### src/rtl/seq_pkg.sv
// Shared types and constants for the entry sequencer.
// Optional build macro ENTRY_TIMEOUT_EN enables the idle entry timeout.
package seq_pkg;

  localparam int SYNC_STAGES = 2;
  localparam int CNT_W = 4;

  typedef enum logic [2:0] {
    ST_CLEAR      = 3'd0,
    ST_WAIT_ENTRY = 3'd1,
    ST_LOAD       = 3'd2,
    ST_WAIT_ACK   = 3'd3,
    ST_COMPUTE    = 3'd4,
    ST_WAIT_DONE  = 3'd5,
    ST_SHOW       = 3'd6
  } state_t;

endpackage

### src/rtl/button_debouncer.sv
// Synchronizes and debounces the active-low enter button.
// press_evt pulses once per debounced released->pressed transition.
module button_debouncer
  import seq_pkg::*;
#(
  parameter int DEBOUNCE_CYCLES = 4
) (
  input  logic clk,
  input  logic nreset,
  input  logic nenter,
  output logic press_evt
);

  localparam int DW = $clog2(DEBOUNCE_CYCLES);

  logic [SYNC_STAGES-1:0] sync;
  logic [DW-1:0]          cnt;
  logic                   level;
  logic                   sample;

  assign sample = sync[SYNC_STAGES-1];

  // Metastability chain; resets to the released level.
  always_ff @(posedge clk or negedge nreset) begin
    if (!nreset) begin
      sync <= '1;
    end else begin
      sync <= {sync[SYNC_STAGES-2:0], nenter};
    end
  end

  // Level flips after DEBOUNCE_CYCLES consecutive differing samples.
  always_ff @(posedge clk or negedge nreset) begin
    if (!nreset) begin
      level     <= 1'b1;
      cnt       <= '0;
      press_evt <= 1'b0;
    end else begin
      press_evt <= 1'b0;
      if (sample == level) begin
        cnt <= '0;
      end else if (cnt == DW'(DEBOUNCE_CYCLES - 1)) begin
        level     <= sample;
        cnt       <= '0;
        press_evt <= level;
      end else begin
        cnt <= cnt + 1'b1;
      end
    end
  end

endmodule

### src/rtl/entry_sequencer.sv
// Entry/accumulate/display control FSM driven by the enter button.
// Optional build macro ENTRY_TIMEOUT_EN enables the idle entry timeout.
module entry_sequencer
  import seq_pkg::*;
#(
  parameter int NUM_ENTRIES     = 4,
  parameter int DEBOUNCE_CYCLES = 4,
  parameter int TIMEOUT_CYCLES  = 64
) (
  input  logic             clk,
  input  logic             nreset,
  input  logic             nenter,
  input  logic             inputdata_ready,
  input  logic             compute_done,
  output logic             loaddata,
  output logic             clear_acc,
  output logic             compute_start,
  output logic             show_result,
  output logic [CNT_W-1:0] entry_count,
  output logic [2:0]       state_code,
  output logic             err_timeout
);

  state_t           state;
  state_t           state_n;
  logic [CNT_W-1:0] count;
  logic [CNT_W-1:0] count_n;
  logic             press_evt;

  button_debouncer #(
    .DEBOUNCE_CYCLES(DEBOUNCE_CYCLES)
  ) u_deb (
    .clk      (clk),
    .nreset   (nreset),
    .nenter   (nenter),
    .press_evt(press_evt)
  );

`ifdef ENTRY_TIMEOUT_EN
  localparam int TW = $clog2(TIMEOUT_CYCLES + 1);

  logic [TW-1:0] idle;
  logic [TW-1:0] idle_n;
  logic          err;
  logic          err_n;
  logic          timeout;

  assign timeout     = (idle == TW'(TIMEOUT_CYCLES - 1));
  assign err_timeout = err;

  // Idle counter and sticky timeout flag.
  always_ff @(posedge clk or negedge nreset) begin
    if (!nreset) begin
      idle <= '0;
      err  <= 1'b0;
    end else begin
      idle <= idle_n;
      err  <= err_n;
    end
  end
`else
  assign err_timeout = 1'b0;
`endif

  // State and accepted-entry count registers.
  always_ff @(posedge clk or negedge nreset) begin
    if (!nreset) begin
      state <= ST_CLEAR;
      count <= '0;
    end else begin
      state <= state_n;
      count <= count_n;
    end
  end

  // Next-state logic; presses outside WAIT_ENTRY/SHOW are dropped.
  always_comb begin
    state_n = state;
    count_n = count;
`ifdef ENTRY_TIMEOUT_EN
    idle_n  = '0;
    err_n   = err;
`endif
    unique case (state)
      ST_CLEAR: begin
        count_n = '0;
        state_n = ST_WAIT_ENTRY;
      end
      ST_WAIT_ENTRY: begin
        if (press_evt) begin
          state_n = ST_LOAD;
`ifdef ENTRY_TIMEOUT_EN
          err_n   = 1'b0;
        end else if (count != '0) begin
          if (timeout) begin
            state_n = ST_CLEAR;
            err_n   = 1'b1;
          end else begin
            idle_n = idle + 1'b1;
          end
`endif
        end
      end
      ST_LOAD: begin
        if (count < CNT_W'(NUM_ENTRIES)) begin
          count_n = count + 1'b1;
        end
        state_n = ST_WAIT_ACK;
      end
      ST_WAIT_ACK: begin
        if (inputdata_ready) begin
          state_n = (count == CNT_W'(NUM_ENTRIES)) ?
                    ST_COMPUTE : ST_WAIT_ENTRY;
        end
      end
      ST_COMPUTE: begin
        state_n = ST_WAIT_DONE;
      end
      ST_WAIT_DONE: begin
        if (compute_done) begin
          state_n = ST_SHOW;
        end
      end
      ST_SHOW: begin
        if (press_evt) begin
          state_n = ST_CLEAR;
        end
      end
      default: begin
        state_n = ST_CLEAR;
      end
    endcase
  end

  // Strobes are gated by reset so nothing fires while held in reset.
  assign loaddata      = nreset && (state == ST_LOAD);
  assign clear_acc     = nreset && (state == ST_CLEAR);
  assign compute_start = nreset && (state == ST_COMPUTE);
  assign show_result   = nreset && (state == ST_SHOW);
  assign entry_count   = count;
  assign state_code    = state;

endmodule

### config.mk
export PLATFORM = sky130hd
export DESIGN_NAME = entry_sequencer
export DESIGN_NICKNAME = d
export VERILOG_FILES = /design/src/rtl/seq_pkg.sv /design/src/rtl/button_debouncer.sv /design/src/rtl/entry_sequencer.sv
export SDC_FILE = /design/constraint.sdc
export NUM_CORES = 1
export LEC_CHECK = 0
export ABC_AREA = 1
export BUFFER_PORTS_ARGS = -buffer_cell sky130_fd_sc_hd__buf_2
export CORE_MARGIN = 1.5
export CORE_UTILIZATION = 52
export DETAILED_ROUTE_END_ITERATION = 6
export GPL_TIMING_DRIVEN = 0
export PLACE_DENSITY = 0.77
export REMOVE_ABC_BUFFERS = 1
export SYNTH_ARGS = -nofsm -noshare
export SYNTH_HDL_FRONTEND = slang
export SYNTH_SLANG_ARGS = --single-unit
### constraint.sdc
create_clock -name clk -period 1.5 [get_ports clk]
set_clock_uncertainty 0.1 [all_clocks]
set_input_delay 0.225 -clock clk [delete_from_list [all_inputs] [get_ports clk]]
set_output_delay 0.225 -clock clk [all_outputs]
set_load 0.01 [all_outputs]
==> impl_metrics.tcl, run 1 <==
set metrics [dict create \
    wl_um 1550 \
    worst_slew_pin_slew_ns 0.553 \
    cts_tree "yes" \
    seq_power_share_pct 34.4 \
    ant_nets 0 \
    layout.nets 128 \
    drive_gt1_share_pct 44.5 \
    grt_overflow 0 \
    place.gp.congestion 0.796 \
    antenna_found_initial 0 \
    cap_violations 0 \
    dp_cells 118 \
    min_period_over_period_pct 102 \
    syn_area_per_cell_um2 8.61 \
    final_area_um2 987 \
    die_h_um 42.0 \
    hold_path_depth 0 \
    ys_ff_latch 13 \
    crit_fanout 3 \
    ys_warn_count 0 \
    wire_per_inst_um 11.6 \
    p_comb_share_pct 53.5 \
    initial_utilization_pct 58.0 \
    leakage_uw 0.000523 \
    cts_buffers 3 \
    cp_data_required_time_ns 1.17 \
    worst_r2r_path_depth 7 \
    synthCells 92 \
    grt_setup_unrepaired "true" \
    ys_types 24 \
    report.final.slew_viol_count 0 \
    clock.fmax_mhz 656 \
    worst_slack_ns -0.0236 \
    cts.sinks 13 \
    slew_headroom_pct 63.0 \
    clk_latency_ns 0.26 \
    hold_ws_ns 0.260 \
    dieArea_mm2 0.00177 \
    grt_pass1_wl_um 2630 \
    setup_violations 1 \
    intPower_uw 954 \
    switching_share_pct 42.8 \
    start_kind "flip-flop" \
    grt_util_all_layers_pct 19.5 \
    power_density_mw_per_mm2 1690 \
    die_w_um 42.0 \
    fin_crit_ns 1.52 \
    clock-root-buffer "clkbuf_4" \
    fin_cells 134 \
    cts_max_path_buffers 2 \
    area_delta_synth_final_pct 24.6 \
    hold_viol 0 \
    htree_levels 1 \
    viasPerCell 5.07 \
    first_pass_iters 4 \
    status "finished, violations left" \
    ir_drop_v 0.00108 \
    wl_met3_um 55 \
    vias 680 \
    synth_seq_area_share_pct 41.5 \
    dpl_cell_area_um2 845 \
    power.switching_uw 715 \
    wl_met2_um 842 \
    drc 0 \
    diodes 0 \
    grt_max_degree 14 \
    crit_path_end_kind "primary output" \
    violations "negative setup slack" \
    hpwl_um 1010 \
    drtIter0Drc 10 \
    clkTransAtPathRegs_ns 0.07 \
    crit_arrival_ns 1.20 \
    ios 17 \
    grt_pass1_vias 633 \
    synth_area_um2 792 \
    clkPwrFrac_pct 12.1 \
    hold_path.class "reg -> reg" \
    critical_path_class "reg -> out" \
    coreArea_mm2 0.00137 \
    wl_met1_um 634 \
    port_buffers 15 \
    topRoutingLayerUsed "met4" \
    num_rows 13 \
]
[through the flow]
| stage | setup TNS (ns) | setup slack [ns] | utilization [%] | power, uW |
|---|---|---|---|---|
| after floorplan | 0 | 0.107 | - | 1100 |
| after CTS | -0.0698 | -0.0356 | 69.7 | 1610 |
| after detailed placement | 0 | 0.0467 | 61.8 | 1290 |
| after global routing | -0.249 | -0.0854 | 72.3 | 1810 |
| after global placement | 0 | 0.0827 | 61.8 | 1250 |
| final | -0.0236 | -0.0236 | 72.3 | 1670 |
[power by group through the flow]
stage          Sequential (uW)  Combinational, uW  Clock [uW]
6_report                   574                893         202
5_1_grt                    587                990         234
4_1_cts                    563                838         208
3_5_place_dp               608                680           0
3_3_place_gp               603                652           0
2_1_floorplan              613                491           0
[layout by cell type (no fill, tap or decap), drive strengths merged]
cell | netlist | final
clkdlybuf4s18 | 0 | 1
nor3 | 2 | 2
nor4 | 1 | 1
mux2 | 1 | 1
ha | 3 | 3
xnor2 | 1 | 1
nor2 | 14 | 14
nand4 | 1 | 1
conb | 1 | 1
clkbuf | 0 | 4
inv | 14 | 13
buf | 4 | 24
dfstp | 3 | 3
nand2 | 27 | 27
dfrtp | 10 | 10
clkinv | 0 | 1
dlygate4sd3 | 0 | 2
a21oi | 2 | 2
nand3 | 8 | 8
[area by class of cell]
type,count,area [um2]
clock buffers,4,26.3
fillers,110,379
inverters,14,60.1
multi-input cells,61,373
flip-flops and latches,13,333
well taps,15,18.8
repair buffers,27,176
[Yosys cell counts (all sizes together)]
library cell / instances / area, um2
a21oi: 2 / 10.0
nor3: 2 / 21.3
conb: 1 / 3.75
nand4: 1 / 6.26
nand2: 27 / 131
inv: 14 / 60.1
ha: 3 / 37.5
buf: 4 / 41.3
xnor2: 1 / 8.76
mux2: 1 / 11.3
dfstp: 3 / 78.8
nor4: 1 / 6.26
nor2: 14 / 75.1
nand3: 8 / 50.1
dfrtp: 10 / 250
[per-layer routing]
layer,vias to the layer above,global-route usage [%]
met5,-,0
met4,0,9.38
met3,4,2.59
met2,24,35.0
met1,318,22.9
li1,334,-
[sequential cells by signal, indices dropped and copies added, names as in the netlist]
signal / count
u_deb.level: 1
u_deb.cnt: 2
entry_count: 4
u_deb.sync: 2
u_deb.press_evt: 1
state_code: 3
[worst paths after layout]
path	start	end	slack, ns
max	state_code[2]	loaddata	-0.02
min	u_deb.sync[0]	u_deb.sync[1]	0.26
max reg2reg	state_code[0]	state_code[0]	0.06
min reg2reg	u_deb.sync[0]	u_deb.sync[1]	0.26
max in group asynchronous	nreset	state_code[1]	0.51
min in group asynchronous	nreset	u_deb.press_evt	0.40
[kinds of logic (layout without fill, tap and decap cells)]
kind of cell | count (synthesis) | in the layout | share of synthesized area [%]
muxes | 1 | 1 | 1.42
AOI/OAI and AO/OA | 2 | 2 | 1.26
other | 1 | 1 | 0.473
xor gates and xnor gates | 1 | 1 | 1.11
DFF | 13 | 13 | 41.5
and+or+nand+nor | 53 | 53 | 36.7
adders and majority gates | 3 | 3 | 4.74
buffers and inverters | 18 | 45 | 12.8
[what timing repair did]
| action | CTS | global route |
|---|---|---|
| cloned | 0 | 0 |
| resized for setup | 4 | 4 |
| pin swaps | 1 | 4 |
| hold buffers | 2 | 0 |
| endpoints found under the setup margin | 4 | 4 |
| buffers inserted | 7 | 3 |
| hold endpoints to repair | 14 | 0 |
[worst max-delay path, cell delays in order, from the launching register on]
cell and delay, ns:
dfrtp_2 0.44, clkinv_4 0.08, nand2_4 0.05, nor2_4 0.10, inv_2 0.05, nor2_1 0.08
buf_2 0.13
Power figures use the tool's default switching activity.
==> inputs of run 2 (changes only) <==
CORE_UTILIZATION = 55   (was 52)
CTS_BUF_LIST = sky130_fd_sc_hd__clkbuf_8   (was default)
PLACE_DENSITY = 0.8   (was 0.77)
==> impl_metrics.tcl, run 2 (synthesized netlist as in run 1, its figures left out) <==
set metrics [dict create \
    start_kind "flip-flop" \
    place.gp.congestion 0.731 \
    power_density_mw_per_mm2 1760 \
    leakage_uw 0.000541 \
    ant_nets 0 \
    cts_tree "yes" \
    wire_per_inst_um 11.6 \
    crit_family "flip-flops" \
    die_w_um 40.9 \
    drc 0 \
    status "finished clean" \
    hpwl_um 964 \
    report.final.slew_viol_count 0 \
    hold_viol 0 \
    grt_max_degree 11 \
    grt_pass1_wl_um 2270 \
    vias 662 \
    crit_fanout 4 \
    port_buffers 15 \
    htree_levels 1 \
    cts.sinks 13 \
    initial_utilization_pct 60.1 \
    final_cell_mix "nand2_1, buf_2, inv_1" \
    hold_ws_ns 0.257 \
    min_period_over_period_pct 98.4 \
    crit_buf_inv 2 \
    grt_overflow 0 \
    viasPerCell 4.90 \
    ir_drop_v 0.00106 \
    r2r_slack_ns 0.05 \
    die_h_um 40.9 \
    critPathSlowestCell "dfrtp_2" \
    crit_path_end_kind "primary output" \
    ios 17 \
    cts_buffers 3 \
    num_rows 13 \
    cap_violations 0 \
    diodes 0 \
    clock.fmax_mhz 677 \
    fin_cells 135 \
    first_pass_iters 4 \
    cp_cell_sequence "clkinv_4 > nor4_4 > buf_2" \
    fin_crit_ns 1.48 \
    cp_data_required_time_ns 1.17 \
    cts_max_path_buffers 2 \
    dieArea_mm2 0.00168 \
    setup_violations 0 \
    drtIter0Drc 5 \
    wl_um 1570 \
    area_delta_synth_final_pct 28.6 \
    drive_gt1_share_pct 44.2 \
    largest_reg_flops 4 \
    final_common_cell "nand2_1" \
    crit_arrival_ns 1.15 \
    slowest_delay_ns 0.40 \
    grt_pass1_vias 597 \
    grt_setup_unrepaired "true" \
    grt_util_all_layers_pct 21.6 \
    clock-root-buffer "clkbuf_8" \
    clk_latency_ns 0.24 \
    clkTransAtPathRegs_ns 0.05 \
    dp_cells 118 \
    hold_path.class "reg -> reg" \
    antenna_found_initial 0 \
    coreArea_mm2 0.00132 \
    critical_path_class "reg -> out" \
    layout.nets 129 \
]
run 2: final cells by class:
type / count / area (um2)
Multi-Input combinational cell: 61 / 382
Fill cell: 102 / 299
Clock inverter: 1 / 3.75
Inverter: 14 / 60.1
Timing Repair Buffer: 28 / 180
Clock buffer: 3 / 41.3
Sequential cell: 13 / 333
Tap cell: 15 / 18.8
run 2: repair_timing:
action                                 4_1_cts  5_1_grt
resized for setup                            4        4
hold buffers                                 3        0
pin swaps                                    1        4
setup buffers                                8        2
setup endpoints to repair                    4        4
endpoints found under the hold margin       11        0
run 2: layer usage:
layer  routed length (um)  global-route usage, %  share of wire [%]  up-vias
li1                     -                      -                  -      337
met1                  683                   23.1                 44      312
met2                  840                   39.5                 54       11
met3                   28                   3.26                1.8        2
met4                   12                   12.5               0.77        0
met5                    0                      0                  0        -
run 2: per-stage QoR:
stage	setup TNS [ns]	worst slack (ns)	utilization, %	power [uW]	cell area, um2
after floorplan	0	0.107	-	1100	751
after global placement	0	0.0864	64.1	1250	845
after detailed placement	0	0.0422	64.1	1280	845
after CTS	-0.00488	-0.00488	74.8	1720	986
after global routing	-0.0852	-0.0349	77.3	1930	1020
final	0	0.0236	77.3	1790	1020
run 2: worst paths after layout:
check	startpoint	endpoint	depth (start not counted)
max in group asynchronous	nreset	state_code[2]	2
hold reg to reg	u_deb.sync[0]	u_deb.sync[1]	0
min in group asynchronous	nreset	entry_count[0]	2
hold / removal	u_deb.sync[0]	u_deb.sync[1]	0
setup / recovery	state_code[2]	compute_start	3
setup reg to reg	state_code[0]	state_code[0]	8
run 2: power breakdown:
part           switching, uW  internal (uW)  leakage, uW  total (uW)
sequential               125            462     0.000160         587
clock                    119            180    0.0000269         299
combinational            501            406     0.000354         907
